## config.mk

```make
export PLATFORM = sky130hd
export DESIGN_NAME = instr_sequencer_flat
export DESIGN_NICKNAME = d
export VERILOG_FILES = /design/src/rtl/instr_sequencer_if.sv /design/src/rtl/instr_sequencer.sv /design/src/flat_wrapper.sv
export SDC_FILE = /design/constraint.sdc
export NUM_CORES = 1
export LEC_CHECK = 0
export ABC_CLOCK_PERIOD_IN_PS = 5200
export BUFFER_PORTS_ARGS = -buffer_cell sky130_fd_sc_hd__clkbuf_2
export CAP_MARGIN = 20
export CORE_UTILIZATION = 60
export CTS_BUF_LIST = sky130_fd_sc_hd__clkbuf_16
export CTS_CLUSTER_SIZE = 28
export DETAILED_ROUTE_END_ITERATION = 10
export PLACE_DENSITY = 0.94
export SLEW_MARGIN = 10
export SYNTH_ARGS = -nofsm -noshare
export SYNTH_HDL_FRONTEND = slang
export SYNTH_SLANG_ARGS = --single-unit
```

## constraint.sdc

```tcl
create_clock -name clk -period 5.2 [get_ports clk]
set_input_delay 0.26 -clock clk [delete_from_list [all_inputs] [get_ports clk]]
set_output_delay 0.26 -clock clk [all_outputs]
set_load 0.03 [all_outputs]
```

## src/rtl/instr_sequencer_if.sv

```systemverilog
// Instruction feed handshake into the sequencer: producer drives valid/instr, sequencer returns ready.
interface instr_sequencer_if;
    logic        in_valid;
    logic        in_ready;
    logic [37:0] in_instr;

    modport master (output in_valid, output in_instr, input in_ready);
    modport slave  (input in_valid, input in_instr, output in_ready);
endinterface

```

## src/rtl/instr_sequencer.sv

```systemverilog
// Buffers packed instructions and issues one per cycle to the processor from registered controls, NOP otherwise.
// Pop-to-output latency is one edge; in_ready drops only when the FIFO holds DEPTH entries.
module instr_sequencer #(
    parameter int DEPTH   = 4,
    parameter int NOP_REG = 31
) (
    input  logic                     clk,
    input  logic                     rst,
    instr_sequencer_if.slave         in_bus,
    input  logic                     run,
    output logic                     mode,
    output logic [2:0]               F,
    output logic [4:0]               read_addr1,
    output logic [4:0]               read_addr2,
    output logic [4:0]               dest_addr,
    output logic [4:0]               store_addr,
    output logic [31:0]              store_data,
    output logic                     issue_valid,
    output logic [$clog2(DEPTH):0]   fifo_count,
    output logic [15:0]              issue_count
);
    localparam int AW = $clog2(DEPTH);
    localparam logic [AW:0] FULL_CNT = (AW+1)'(DEPTH);

    typedef struct packed {
        logic        mode;
        logic [2:0]  f;
        logic [4:0]  read_addr1;
        logic [4:0]  read_addr2;
        logic [4:0]  dest_addr;
        logic [4:0]  store_addr;
        logic [31:0] store_data;
    } ctrl_t;

    localparam ctrl_t NOP = '{mode: 1'b0, f: 3'd0, read_addr1: 5'd0, read_addr2: 5'd0,
                              dest_addr: 5'(NOP_REG), store_addr: 5'd0, store_data: 32'd0};

    typedef enum logic {IDLE, ISSUE} state_t;

    logic [37:0]   mem [DEPTH];
    logic [AW-1:0] wr_ptr;
    logic [AW-1:0] rd_ptr;
    logic [37:0]   head;
    logic          push;
    logic          pop;
    state_t        state;
    ctrl_t         ctrl_d;
    ctrl_t         ctrl_q;

    // Ready looks only at the registered count, so a full FIFO refuses a push even while popping.
    assign in_bus.in_ready = (fifo_count < FULL_CNT);
    assign push            = in_bus.in_valid & in_bus.in_ready;
    assign pop             = (state == ISSUE);

    // State is a pure function of registered occupancy and the sampled run level.
    always_comb begin
        state = IDLE;
        if (run && (fifo_count != '0))
            state = ISSUE;
    end

    always_ff @(posedge clk) begin
        if (push)
            mem[wr_ptr] <= in_bus.in_instr;
    end

    always_ff @(posedge clk or posedge rst) begin
        if (rst) begin
            wr_ptr     <= '0;
            rd_ptr     <= '0;
            fifo_count <= '0;
        end else begin
            if (push)
                wr_ptr <= wr_ptr + 1'b1;
            if (pop)
                rd_ptr <= rd_ptr + 1'b1;
            case ({push, pop})
                2'b10:   fifo_count <= fifo_count + 1'b1;
                2'b01:   fifo_count <= fifo_count - 1'b1;
                default: fifo_count <= fifo_count;
            endcase
        end
    end

    always_comb begin
        head   = mem[rd_ptr];
        ctrl_d = NOP;
        if (state == ISSUE) begin
            ctrl_d = '0;
            if (head[37]) begin
                ctrl_d.mode       = 1'b1;
                ctrl_d.store_addr = head[36:32];
                ctrl_d.store_data = head[31:0];
            end else begin
                ctrl_d.f          = head[17:15];
                ctrl_d.read_addr1 = head[14:10];
                ctrl_d.read_addr2 = head[9:5];
                ctrl_d.dest_addr  = head[4:0];
            end
        end
    end

    always_ff @(posedge clk or posedge rst) begin
        if (rst) begin
            ctrl_q      <= NOP;
            issue_valid <= 1'b0;
            issue_count <= 16'd0;
        end else begin
            ctrl_q      <= ctrl_d;
            issue_valid <= pop;
            if (pop)
                issue_count <= issue_count + 16'd1;
        end
    end

    assign mode       = ctrl_q.mode;
    assign F          = ctrl_q.f;
    assign read_addr1 = ctrl_q.read_addr1;
    assign read_addr2 = ctrl_q.read_addr2;
    assign dest_addr  = ctrl_q.dest_addr;
    assign store_addr = ctrl_q.store_addr;
    assign store_data = ctrl_q.store_data;
endmodule

```

## src/flat_wrapper.sv

```systemverilog
// flat-port wrapper written by rule: the top's interface ports become plain ports
module instr_sequencer_flat 
#(
    parameter int DEPTH   = 4,
    parameter int NOP_REG = 31
)
  (clk, rst, run, mode, F, read_addr1, read_addr2, dest_addr, store_addr, store_data, issue_valid, fifo_count, issue_count, in_bus_in_valid, in_bus_in_instr, in_bus_in_ready);
  instr_sequencer_if in_bus_i ();
  input  logic clk;
  input  logic rst;
  input  logic run;
  output logic mode;
  output logic [2:0] F;
  output logic [4:0] read_addr1;
  output logic [4:0] read_addr2;
  output logic [4:0] dest_addr;
  output logic [4:0] store_addr;
  output logic [31:0] store_data;
  output logic issue_valid;
  output logic [$clog2(DEPTH):0] fifo_count;
  output logic [15:0] issue_count;
  input wire logic [$bits(in_bus_i.in_valid)-1:0] in_bus_in_valid;
  input wire logic [$bits(in_bus_i.in_instr)-1:0] in_bus_in_instr;
  output wire logic [$bits(in_bus_i.in_ready)-1:0] in_bus_in_ready;
  assign in_bus_i.in_valid = in_bus_in_valid;
  assign in_bus_i.in_instr = in_bus_in_instr;
  assign in_bus_in_ready = in_bus_i.in_ready;
  instr_sequencer #(.DEPTH(DEPTH), .NOP_REG(NOP_REG)) u_core (.clk(clk), .rst(rst), .in_bus(in_bus_i), .run(run), .mode(mode), .F(F), .read_addr1(read_addr1), .read_addr2(read_addr2), .dest_addr(dest_addr), .store_addr(store_addr), .store_data(store_data), .issue_valid(issue_valid), .fifo_count(fifo_count), .issue_count(issue_count));
endmodule
```

Yosys cells after proc, flatten, opt, wreduce, memory -nomap -nowiden
Memory sizes are Yosys's and may differ from the RTL's.
Cells that the tools add are included.
{"block": "totals", "regBits": 80, "latch_bits": 0, "ram_bits": 152, "romBits": 0, "input_bits": 42, "output_inout_bits": 77, "word_cells": 33, "mem_count": 1}
{"name": "u_core.mem", "depth": 4, "width": 38, "read_ports": 1, "rd_clocked_by_memory_dff": 0, "write_ports": 1, "line_no": "instr_sequencer.sv:40", "source": "logic [37:0] mem [DEPTH];"}
{"block": "op_classes", "addsub": 5, "multipliers": 0, "n_div": 0, "order_cmp": 1, "eq_ne": 2, "shift": 0, "muxes": 8, "n_bitwise": 1, "n_reduce_logical": 3}
{"op": "two-way mux 56 bit", "n": 1}
{"op": "two-way mux 37 bit", "n": 1}
{"op": "two-way mux 18 bit", "n": 1}
{"op": "adder 16 x 1 -> 16 bit, second input constant", "n": 1}
{"op": "case mux 3 bit (2 select lines)", "n": 1}
{"op": "adder 2 x 1 -> 2 bit, second input constant", "n": 2}
{"op": "two-way mux 1 bit", "n": 4}
{"op": "adder 3 x 1 -> 3 bit, second input constant", "n": 1}
{"op": "< comparator 3 bit, second input constant", "n": 1}
{"op": "nonzero test 3 bit", "n": 1}
{"op": "subtractor 3 x 1 -> 3 bit, second input constant", "n": 1}
{"op": "equality test 2 x 1 -> 1 bit, second input constant", "n": 1}
{"op": "equality test 2 bit, second input constant", "n": 1}
{"op": "nonzero test 2 bit", "n": 1}
{"op": "AND 1 bit", "n": 1}
{"op": "logical AND 1 bit", "n": 1}

Logic depth before layout (Yosys ltp)
Gate-level depths: netlist (run 1).
{"block": "logic_depth", "word_depth": 5, "depth_mapped": 9, "mapped_depth_nobuf": 8}

Worst setup path before layout (run 1)
Ideal clock, no wire load.
{"block": "synth_path", "path_type": "flip-flop to flip-flop", "startpoint": "register u_core.fifo_count[2]", "endpoint": "memory u_core.mem[0][0], enable pin", "setup_ps": 399, "arrival_time_ps": 1891, "required_time_ps": 4801, "path_slack_ps": 2910, "path_stages_with_launch": 4, "path_buffers": 1, "period_less_slack_ps": 2290, "path_cell_list": "dfrtp_1 -> nor2b_1 -> clkbuf_1 -> and2_1"}
{"block": "synth_via", "elab_chain_cells": 4}
{"item": "from (decl)", "line_no": "instr_sequencer.sv:19", "source": "output logic [$clog2(DEPTH):0] fifo_count,"}
{"item": "from (signal assigned)", "line_no": "instr_sequencer.sv:78", "source": "2'b10: fifo_count <= fifo_count + 1'b1;"}
{"item": "from (signal assigned)", "line_no": "instr_sequencer.sv:79", "source": "2'b01: fifo_count <= fifo_count - 1'b1;"}
{"item": "from (signal assigned)", "line_no": "instr_sequencer.sv:80", "source": "default: fifo_count <= fifo_count;"}
{"item": "< comparator 3 bit", "line_no": "instr_sequencer.sv:51", "source": "assign in_bus.in_ready = (fifo_count < FULL_CNT);"}
{"item": "AND 1 bit", "line_no": "instr_sequencer.sv:52", "source": "assign push = in_bus.in_valid & in_bus.in_ready;"}
{"item": "two-way mux 1 bit", "line_no": "instr_sequencer.sv:63", "source": "if (push)"}
{"item": "two-way mux 1 bit (implied by the code)", "line_no": "instr_sequencer.sv:64", "source": "mem[wr_ptr] <= in_bus.in_instr;"}
{"item": "to (decl)", "line_no": "instr_sequencer.sv:40"}
Every way passes these cells.

==> flow_metrics.tcl, run 1 <==
set metrics [dict create \
    crit_slowest_cell "dfrtp_2" \
    min_from "in_bus_in_instr[5]" \
    reg2reg_to "u_core.store_data[15]$_DFF_PP0_" \
    synth-simple-area-share_pct 6.55 \
    ios 119 \
    cp.required_ns 5.62 \
    hold_violations 0 \
    syn_avg_cell_area_um2 20.0 \
    cts_resized 0 \
    vias 4351 \
    numCtsBuffers 23 \
    clkSinkCount 232 \
    port_buffers 118 \
    clkLatencyLatePin_ns 0.49 \
    clkSlewWorstSetupHoldPaths_ns 0.06 \
    drt_iter0_markers 311 \
    rrSetupSlack_ns 2.51 \
    max_freq_ghz 0.371 \
    async_flop_share_pct 34.5 \
    grt_pass1_wl_um 25400 \
    timing.slew.headroom_pct 30.2 \
    status "finished clean" \
    drive_gt1_share_pct 33.8 \
    synth_xor_area_share_pct 2.17 \
    drtPass1Iterations 4 \
    ff2ff_path_depth 4 \
    gp_routability_congestion 0.653 \
    dieHeight_um 121 \
    final_common_cell "edfxtp_1" \
    layout_common_cells "edfxtp_1 (152), clkbuf_2 (118), dfrtp_1 (73)" \
    yosysWarningCount 0 \
    min_path_cells 1 \
    grt_pass1_vias 4608 \
    muxShareOfSynthArea_pct 10.3 \
    route.detailed.drc 0 \
    critPathArrivalTime_ns 3.11 \
    fp.dieW_um 121 \
    setup_viol 0 \
    critPathKind "register to register" \
    worst_pin_slew_ns 1.05 \
    drtAntennaViolNets 0 \
    core_um2 13800 \
    grt_antenna_before_repair 1 \
    utilization_pct 74.3 \
    dieArea_um2 14600 \
    crit_path_start_kind "register" \
    synth_top_family_by_area "multiplexers" \
    gr-usage-all-layers_pct 24.0 \
    dp_hpwl_um 9310 \
    end_kind "register" \
    routed_wl_um 17100 \
    power.density_nw_per_um2 560 \
    path_max_fanout 40 \
    grt_setup_unrepaired "false" \
    vias_per_cell 5.55 \
    syn-cell-area_um2 8470 \
    tritoncts "done" \
    synth_edf_count 152 \
    crit_chain "mux2i_1 > mux2_2 > nor2_4 > and2_1" \
    yosysUniqueCellTypes 32 \
    grt-ovfl-total 0 \
    wl_per_cell_um 21.8 \
    ys_ff_latch 232 \
    nets 636 \
    max_stage_delay_ns 1.05 \
    clockRootBuffer "clkbuf_16" \
    fin_worst_skew_ns 0.00860 \
    num-fill-cells 793 \
    post-route-min-period_ns 2.69 \
    rows 43 \
    synth_compound_area_share_pct 0.621 \
    seq_area_frac_synth_pct 77.6 \
    synth_cells 423 \
    syn-num-nets 472 \
    setup-tns-final_ns 0 \
    hold_end "u_core.mem[1][5]$_DFFE_PP_" \
    slew_viol_final 0 \
    p_leak_nw 4.20 \
    synth_ff_type "edfxtp_1" \
    htreeDepth 1 \
    drv_cap 0 \
    clockBufferDepth 3 \
    syn_to_final_growth_pct 21.3 \
    r2r_start "u_core.rd_ptr[1]$_DFFE_PP0P_" \
    synth-adder-area-share_pct 1.12 \
    holdCritPathClass "input port to register" \
    irDropWorstVdd_mv 0.461 \
    grt_max_degree 81 \
    post-route-period-util_pct 51.8 \
    initial_core_util_pct 61.2 \
]
==> sequential cells by signal, indices dropped and copies added (netlist names), 3 cells and up <==
name / count
u_core.store_data: 32
u_core.mem: 152
u_core.fifo_count: 3
u_core.read_addr1: 5
u_core.dest_addr: 5
u_core.issue_count: 16
u_core.read_addr2: 5
u_core.store_addr: 5
u_core.F: 3
==> worst max-delay path, delay by kind of cell (launching register included) <==
| family | cells | cell delay, ns |
|---|---|---|
| multiplexers | 2 | 0.67 |
| AND/OR/NAND/NOR | 2 | 0.87 |
| flip-flops | 1 | 1.05 |
==> area by class of cell <==
cell class	count	area (um2)	area share (%)
clock inverters	16	87.6	0.853
inverters	9	35.0	0.341
well taps	180	225	2.19
multi-input cells	166	1770	17.2
diodes	1	2.50	0.0244
clock buffers	25	626	6.09
repair buffers	155	956	9.31
flip-flops and latches	232	6580	64.0
==> metrics by stage <==
stage | worst slack (ns) | area [um2] | cells | power (mW) | hold WS [ns]
after floorplan | 2.90 | 8470 | 423 | 3.76 | 0.359
after global placement | 2.71 | 9210 | 707 | 4.10 | 0.461
after detailed placement | 2.58 | 9210 | 707 | 4.20 | 0.480
after CTS | 2.51 | 10300 | 783 | 5.79 | 0.000341
after global routing | 2.39 | 10300 | 784 | 5.99 | 0.0120
final | 2.51 | 10300 | 784 | 5.76 | 0.0106
==> synthesized netlist by cell type, drive strengths merged (2+ instances only) <==
master	number	area (um2)
edfxtp	152	4560
dfrtp	75	1880
and2	40	250
mux4	37	833
nand2	21	81.3
buf	15	96.3
xnor2	15	131
and3	14	87.6
inv	9	33.8
ha	6	75.1
xor2	6	52.6
dfstp	5	131
nor2	5	26.3
nand3	4	20.0
nand4	4	25.0
mux2i	3	30.0
nor2b	2	12.5
nor3	2	21.3
==> power by group <==
part | switching, mW | internal [mW]
combinational | 0.985 | 0.609
sequential | 0.248 | 2.37
clock | 0.640 | 0.906
total | 1.87 | 3.89
==> repair_timing <==
| action | CTS | global route |
|---|---|---|
| hold buffers | 35 | 0 |
| hold endpoints to repair | 140 | 0 |
| setup buffers | 0 | 0 |
| setup endpoints to repair | 0 | 0 |
==> kinds of logic after synthesis <==
family / Yosys count
DFF: 232
and+or+nand+nor: 94
muxes: 41
buffers and inverters: 25
xor gates and xnor gates: 21
adders and majority gates: 7
AOI/OAI and AO/OA: 3
==> metal layers <==
layer | wire length (um) | track usage, % | share of wire (%)
met5 | 0 | 0 | 0
met4 | 666 | 11.0 | 3.9
met3 | 897 | 3.73 | 5.3
met2 | 9250 | 42.3 | 54
met1 | 6240 | 29.3 | 37
==> worst max path at each step <==
stage / start / slack, ns / to / cells past startpoint
3_3_place_gp: u_core.rd_ptr[1]$_DFFE_PP0P_ / 2.71 / u_core.store_data[31]$_DFF_PP0_ / 4
6_report: u_core.rd_ptr[1]$_DFFE_PP0P_ / 2.51 / u_core.store_data[15]$_DFF_PP0_ / 4
4_1_cts: u_core.rd_ptr[1]$_DFFE_PP0P_ / 2.51 / u_core.store_data[8]$_DFF_PP0_ / 4
3_5_place_dp: u_core.rd_ptr[1]$_DFFE_PP0P_ / 2.58 / u_core.store_data[30]$_DFF_PP0_ / 4
5_1_grt: u_core.rd_ptr[1]$_DFFE_PP0P_ / 2.39 / u_core.store_data[15]$_DFF_PP0_ / 4
2_1_floorplan: rst / 2.90 / u_core.F[0]$_DFF_PP0_ / 1
Note: power is estimated with default switching activity, not from simulation.
==> inputs of run 2 (changes only) <==
--- a/config.mk
+++ b/config.mk
@@ -5,14 +5,15 @@
 export SDC_FILE = /design/constraint.sdc
 export NUM_CORES = 1
 export LEC_CHECK = 0
-export ABC_CLOCK_PERIOD_IN_PS = 5200
+export ABC_AREA = 1
+export ABC_CLOCK_PERIOD_IN_PS = 2500
 export BUFFER_PORTS_ARGS = -buffer_cell sky130_fd_sc_hd__clkbuf_2
 export CAP_MARGIN = 20
-export CORE_UTILIZATION = 60
+export CORE_UTILIZATION = 57
 export CTS_BUF_LIST = sky130_fd_sc_hd__clkbuf_16
 export CTS_CLUSTER_SIZE = 28
 export DETAILED_ROUTE_END_ITERATION = 10
-export PLACE_DENSITY = 0.94
+export PLACE_DENSITY = 0.9
 export SLEW_MARGIN = 10
 export SYNTH_ARGS = -nofsm -noshare
 export SYNTH_HDL_FRONTEND = slang
==> constraint.sdc (replaced) <==
create_clock -name clk -period 2.5 [get_ports clk]
set_input_delay 0.125 -clock clk [delete_from_list [all_inputs] [get_ports clk]]
set_output_delay 0.125 -clock clk [all_outputs]
set_load 0.03 [all_outputs]
==> run 2 against run 1 <==
Worst setup slack lost 2.0 ns; synthesized cell count up 64%; die area up 8.8%; flip-flop and latch count unchanged; synthesized area grew 3.5%; via count increased by 34%; clock-buffer cell count unchanged; combinational power grew to 2.7 times the previous value; critical path type unchanged; largest power group unchanged; highest routed layer unchanged.
==> flow_metrics.tcl, run 2 <==
set metrics [dict create \
    status "finished clean" \
    async_flop_share_pct 34.5 \
    setup_viol 0 \
    end_kind "register" \
    grt_antenna_before_repair 1 \
    reg2reg_to "u_core.fifo_count[2]$_DFFE_PP0P_" \
    grt_max_degree 53 \
    hold_violations 0 \
    syn_avg_cell_area_um2 12.6 \
    grt_pass1_vias 5932 \
    gr-usage-all-layers_pct 24.8 \
    rrSetupSlack_ns 0.48 \
    grt_setup_unrepaired "false" \
    ios 119 \
    synth_edf_count 152 \
    grt-ovfl-total 0 \
    power.density_nw_per_um2 1210 \
    yosysUniqueCellTypes 26 \
    crit_path_start_kind "register" \
    regMostFlops "u_core.mem" \
    wl_per_cell_um 18.1 \
    min_from "run" \
    dieArea_um2 15900 \
    nets 908 \
    critPathKind "register to register" \
    clkSlewWorstSetupHoldPaths_ns 0.06 \
    synth_top_cell_area_share_pct 52.1 \
    vias_per_cell 5.52 \
    synth_cells 695 \
    path_max_fanout 6 \
    max_freq_ghz 0.496 \
    gp_routability_congestion 0.788 \
    timing.slew.headroom_pct 53.7 \
    post-route-min-period_ns 2.02 \
    final_common_cell "edfxtp_1" \
    port_buffers 118 \
    vias 5852 \
    num-fill-cells 899 \
    tritoncts "done" \
    dieHeight_um 126 \
    fp.dieW_um 126 \
    grt_pass1_wl_um 30500 \
    ff2ff_path_depth 8 \
    timing.hold.ws_ns 0.0470 \
    clkLatencyLatePin_ns 0.50 \
    drt_iter0_markers 502 \
    utilization_pct 72.8 \
    drtPass1Iterations 7 \
    slew_viol_final 0 \
    critPathArrivalTime_ns 2.38 \
    hold_end "u_core.issue_count[0]$_DFFE_PP0P_" \
    rows 44 \
    clkSinkCount 232 \
    ys_ff_latch 232 \
    syn-num-nets 744 \
    drtAntennaViolNets 0 \
    holdCritPathClass "input port to register" \
    seq_area_frac_synth_pct 75.0 \
    min_path_cells 3 \
    yosysMostFrequentCell "edfxtp_1" \
    routed_wl_um 19200 \
    p_leak_nw 4.54 \
    dp_hpwl_um 10900 \
    setup-tns-final_ns 0 \
    synth_ff_type "edfxtp_1" \
    post-route-period-util_pct 80.6 \
    core_um2 14800 \
    irDropWorstVdd_mv 0.679 \
    worst_pin_slew_ns 0.692 \
    clockBufferDepth 3 \
    final_area_um2 10700 \
    fin_worst_skew_ns 0.00900 \
    syn_to_final_growth_pct 22.5 \
    numCtsBuffers 23 \
    route.detailed.drc 0 \
    syn-cell-area_um2 8770 \
    drv_cap 0 \
    yosysWarningCount 0 \
    layout_common_cells "edfxtp_1 (152), nand2_1 (138), nor2_1 (124)" \
    r2r_start "u_core.fifo_count[2]$_DFFE_PP0P_" \
    netlist_top_cells_area "edfxtp_1 (52%), dfrtp_1 (21%), nand2_1 (5.9%)" \
    cp.required_ns 2.87 \
    initial_core_util_pct 59.4 \
    clockRootBuffer "clkbuf_16" \
    synthTopCellsByCount "edfxtp_1 (152), nand2_1 (138), nor2_1 (128)" \
    drive_gt1_share_pct 22.8 \
    largest_register_ffs 152 \
    htreeDepth 1 \
    yosysTopAreaCell "edfxtp_1" \
    place_area_um2 9580 \
]
==> run 2: how the worst max path moves through the flow <==
| stage | start | end |
|---|---|---|
| after floorplan | u_core.fifo_count[2]$_DFFE_PP0P_ | u_core.mem[0][0]$_DFFE_PP_ |
| after global placement | u_core.fifo_count[2]$_DFFE_PP0P_ | u_core.fifo_count[2]$_DFFE_PP0P_ |
| after detailed placement | u_core.fifo_count[2]$_DFFE_PP0P_ | u_core.fifo_count[2]$_DFFE_PP0P_ |
| after CTS | u_core.fifo_count[2]$_DFFE_PP0P_ | u_core.fifo_count[2]$_DFFE_PP0P_ |
| after global routing | u_core.fifo_count[2]$_DFFE_PP0P_ | u_core.fifo_count[2]$_DFFE_PP0P_ |
| final | u_core.fifo_count[2]$_DFFE_PP0P_ | u_core.fifo_count[2]$_DFFE_PP0P_ |
==> run 2: what timing repair did <==
action | 4_1_cts | 5_1_grt
hold buffers | 39 | 0
resized for setup | 0 | 0
setup buffers | 0 | 0
setup endpoints to repair | 0 | 0
endpoints found under the hold margin | 180 | 0
==> run 2: stage by stage <==
stage | std cells | setup WS (ns) | total power, mW
floorplan | 695 | -0.595 | 8.36
global placement | 979 | 0.540 | 9.39
detailed placement | 979 | 0.502 | 9.55
CTS | 1058 | 0.489 | 13.0
global route | 1059 | 0.361 | 13.7
finish | 1060 | 0.484 | 13.0
==> run 2: area by class of cell <==
class	count	area [um2]	area share [%]
diodes	2	5.00	0.0466
inverters	25	97.6	0.909
well taps	184	230	2.14
clock inverters	15	131	1.22
repair buffers	170	1140	10.6
multi-input cells	407	1930	18.0
clock buffers	25	626	5.83
flip-flops and latches	232	6580	61.2
==> run 2: worst max-delay path, stage by stage, from the launching register on <==
cell     delay (ns)
dfrtp_1        0.37
inv_1          0.09
nand2_1        0.37
ha_1           0.24
inv_1          0.07
fa_1           0.37
a21oi_1        0.14
o21ai_0        0.10
xor2_1         0.15
==> run 2: cell families (layout without fill, tap and decap cells) <==
group	count (synthesis)	count (layout)	share of synthesized area, %
compound gates	66	66	4.28
simple gates	324	324	15.3
xor+xnor	10	10	0.999
fa+ha+maj	7	7	1.08
flops	232	232	75.0
buf+inv	56	235	3.35
other cells	0	2	0
==> run 2: power breakdown <==
group / total (mW) / internal (mW) / switching (mW)
Combinational: 4.34 / 1.15 / 3.19
Sequential: 5.29 / 4.96 / 0.325
Clock: 3.42 / 2.01 / 1.41
==> run 2: layer usage <==
layer  routed length, um  share of wire, %  global-route usage, %
met4                 658               3.4                   10.2
met2                9780                51                   42.5
met1                7540                39                   32.2
met5                   0                 0                      0
met3                1190               6.2                   3.57
==> inputs of run 3 (changes only) <==
--- a/config.mk
+++ b/config.mk
@@ -6,14 +6,14 @@
 export NUM_CORES = 1
 export LEC_CHECK = 0
 export ABC_AREA = 1
-export ABC_CLOCK_PERIOD_IN_PS = 2500
+export ABC_CLOCK_PERIOD_IN_PS = 1800
 export BUFFER_PORTS_ARGS = -buffer_cell sky130_fd_sc_hd__clkbuf_2
 export CAP_MARGIN = 20
-export CORE_UTILIZATION = 57
+export CORE_UTILIZATION = 51
 export CTS_BUF_LIST = sky130_fd_sc_hd__clkbuf_16
 export CTS_CLUSTER_SIZE = 28
 export DETAILED_ROUTE_END_ITERATION = 10
-export PLACE_DENSITY = 0.9
+export PLACE_DENSITY = 0.86
 export SLEW_MARGIN = 10
 export SYNTH_ARGS = -nofsm -noshare
 export SYNTH_HDL_FRONTEND = slang
==> constraint.sdc (replaced) <==
create_clock -name clk -period 1.8 [get_ports clk]
set_input_delay 0.09 -clock clk [delete_from_list [all_inputs] [get_ports clk]]
set_output_delay 0.09 -clock clk [all_outputs]
set_load 0.03 [all_outputs]
==> run 3 against run 2 <==
Final cell count rose by 4.5%; fmax rose by 22%; clock skew rose by 0.0016 ns; clock-buffer cell count fell by 1; clock power rose by 37%; sequential share of layout area fell by 1.1 points; flip-flop and latch count did not move; highest routed layer unchanged.
==> flow_metrics.tcl, run 3 (synthesized netlist as in run 2, its figures left out) <==
set metrics [dict create \
    grt-ovfl-total 0 \
    grt_setup_unrepaired "false" \
    layout_common_cells "edfxtp_1 (152), nand2_1 (136), nor2_1 (122)" \
    status "finished clean" \
    max_freq_ghz 0.604 \
    cts_setup_buffers 0 \
    met2_length_um 9180 \
    clockBufferDepth 3 \
    dieArea_um2 17700 \
    wl_met3_um 1120 \
    fp.dieW_um 133 \
    timing.slew.headroom_pct 53.2 \
    share_seq_of_total_power_pct 40.4 \
    min_from "run" \
    r2r_start "u_core.fifo_count[2]$_DFFE_PP0P_" \
    end_kind "register" \
    vias_per_cell 5.12 \
    critPathArrivalTime_ns 2.04 \
    place_area_um2 9790 \
    irDropWorstVdd_mv 0.911 \
    initial_core_util_pct 52.5 \
    utilization_pct 65.5 \
    internal_power_mw 11.4 \
    path_max_fanout 3 \
    drive_gt1_share_pct 25.6 \
    worst_pin_slew_ns 0.700 \
    final_common_cell "edfxtp_1" \
    core_um2 16700 \
    dieHeight_um 133 \
    post-route-min-period_ns 1.66 \
    route.detailed.drc 0 \
    p_leak_nw 4.60 \
    grt_pass1_vias 5762 \
    clkSlewWorstSetupHoldPaths_ns 0.06 \
    htreeDepth 1 \
    routed_wl_um 18300 \
    grt_pass1_wl_um 29500 \
    regMostFlops "u_core.mem" \
    clockRootBuffer "clkbuf_16" \
    drtAntennaViolNets 0 \
    slew_viol_final 0 \
    final_area_um2 10900 \
    drv_cap 0 \
    numCtsBuffers 23 \
    largest_register_ffs 152 \
    antennaDiodeCount 0 \
    post-route-period-util_pct 92.0 \
    tritoncts "done" \
    hold_violations 0 \
    rows 47 \
    clkPwrFrac_pct 25.7 \
    routed.top_layer "met4" \
    grt_max_degree 44 \
    startpoint "u_core.fifo_count[2]$_DFFE_PP0P_" \
    wl_per_cell_um 16.5 \
    gr-usage-all-layers_pct 21.3 \
    nets 920 \
    ios 119 \
    crit_path_start_kind "register" \
    port_buffers 118 \
    power_switching_mw 6.81 \
    vias 5675 \
    cp.required_ns 2.18 \
    drtPass1Iterations 5 \
    clkLatencyLatePin_ns 0.50 \
    drt_iter0_markers 369 \
    holdCritPathClass "input port to register" \
    syn_to_final_growth_pct 24.8 \
    grt_antenna_before_repair 0 \
    gp_routability_congestion 0.828 \
    p_comb_share_pct 34.0 \
    power.density_nw_per_um2 1660 \
    critPathKind "register to register" \
    wl_met1_um 7650 \
    fin_worst_skew_ns 0.0106 \
    dp_hpwl_um 11000 \
    setup_viol 0 \
    clkSinkCount 232 \
    swShare_pct 37.4 \
]
-- run 3: critical path, stage by stage (launching register included) --
cell     delay, ns
dfrtp_2       0.41
nor2_2        0.06
nand2_2       0.08
nand2_4       0.06
inv_4         0.07
ha_4          0.12
inv_2         0.04
fa_2          0.33
a21oi_1       0.13
o21ai_1       0.09
xor2_1        0.14
-- run 3: metrics by stage --
step / hold WS, ns / std cells / power, mW / setup WS, ns / setup TNS (ns)
5_1_grt: 0.0269 / 1108 / 19.2 / 0.0572 / 0
2_1_floorplan: 0.189 / 695 / 11.7 / -0.0692 / -10.36
4_1_cts: 0.0115 / 1108 / 18.3 / 0.0955 / 0
3_3_place_gp: 0.204 / 1026 / 13.3 / 0.191 / 0
6_report: 0.0273 / 1108 / 18.2 / 0.144 / 0
3_5_place_dp: 0.217 / 1026 / 13.5 / 0.120 / 0
-- run 3: repair_timing --
| action | 4_1_cts | 5_1_grt |
|---|---|---|
| resized for setup | 0 | 1 |
| hold buffers | 40 | 0 |
| endpoints found under the setup margin | 0 | 2 |
| endpoints found under the hold margin | 176 | 0 |
-- run 3: area by class of cell --
cell class | count | area [um2]
inverters | 25 | 105
multi-input cells | 407 | 1960
flip-flops and latches | 232 | 6580
clock buffers | 24 | 601
repair buffers | 182 | 1270
fillers | 1179 | 5760
well taps | 220 | 275
clock inverters | 18 | 148
-- run 3: final timing paths --
path,end,slack (ns),cells after the start
setup / recovery,u_core.fifo_count[2]$_DFFE_PP0P_,0.14,10
hold / removal,u_core.issue_valid$_DFF_PP0_,0.03,4
setup reg to reg,u_core.fifo_count[2]$_DFFE_PP0P_,0.14,10
hold reg to reg,u_core.issue_count[4]$_DFFE_PP0P_,0.50,1
max in group asynchronous,u_core.issue_count[15]$_DFFE_PP0P_,0.98,4
min in group asynchronous,u_core.store_data[13]$_DFF_PP0_,0.24,3
-- run 3: power by group through the flow --
| stage | clock network, mW | registers, mW | logic (mW) |
|---|---|---|---|
| 6_report | 4.67 | 7.34 | 6.18 |
| 5_1_grt | 4.98 | 7.44 | 6.76 |
| 4_1_cts | 4.75 | 7.34 | 6.22 |
| 3_5_place_dp | 0 | 7.43 | 6.10 |
| 3_3_place_gp | 0 | 7.38 | 5.92 |
| 2_1_floorplan | 0 | 8.58 | 3.14 |
-- run 3: metal layers --
metal	track usage, %	vias up
met2	36.8	193
li1	-	2689
met4	6.31	0
met5	0	-
met3	3.08	37
met1	28.3	2756
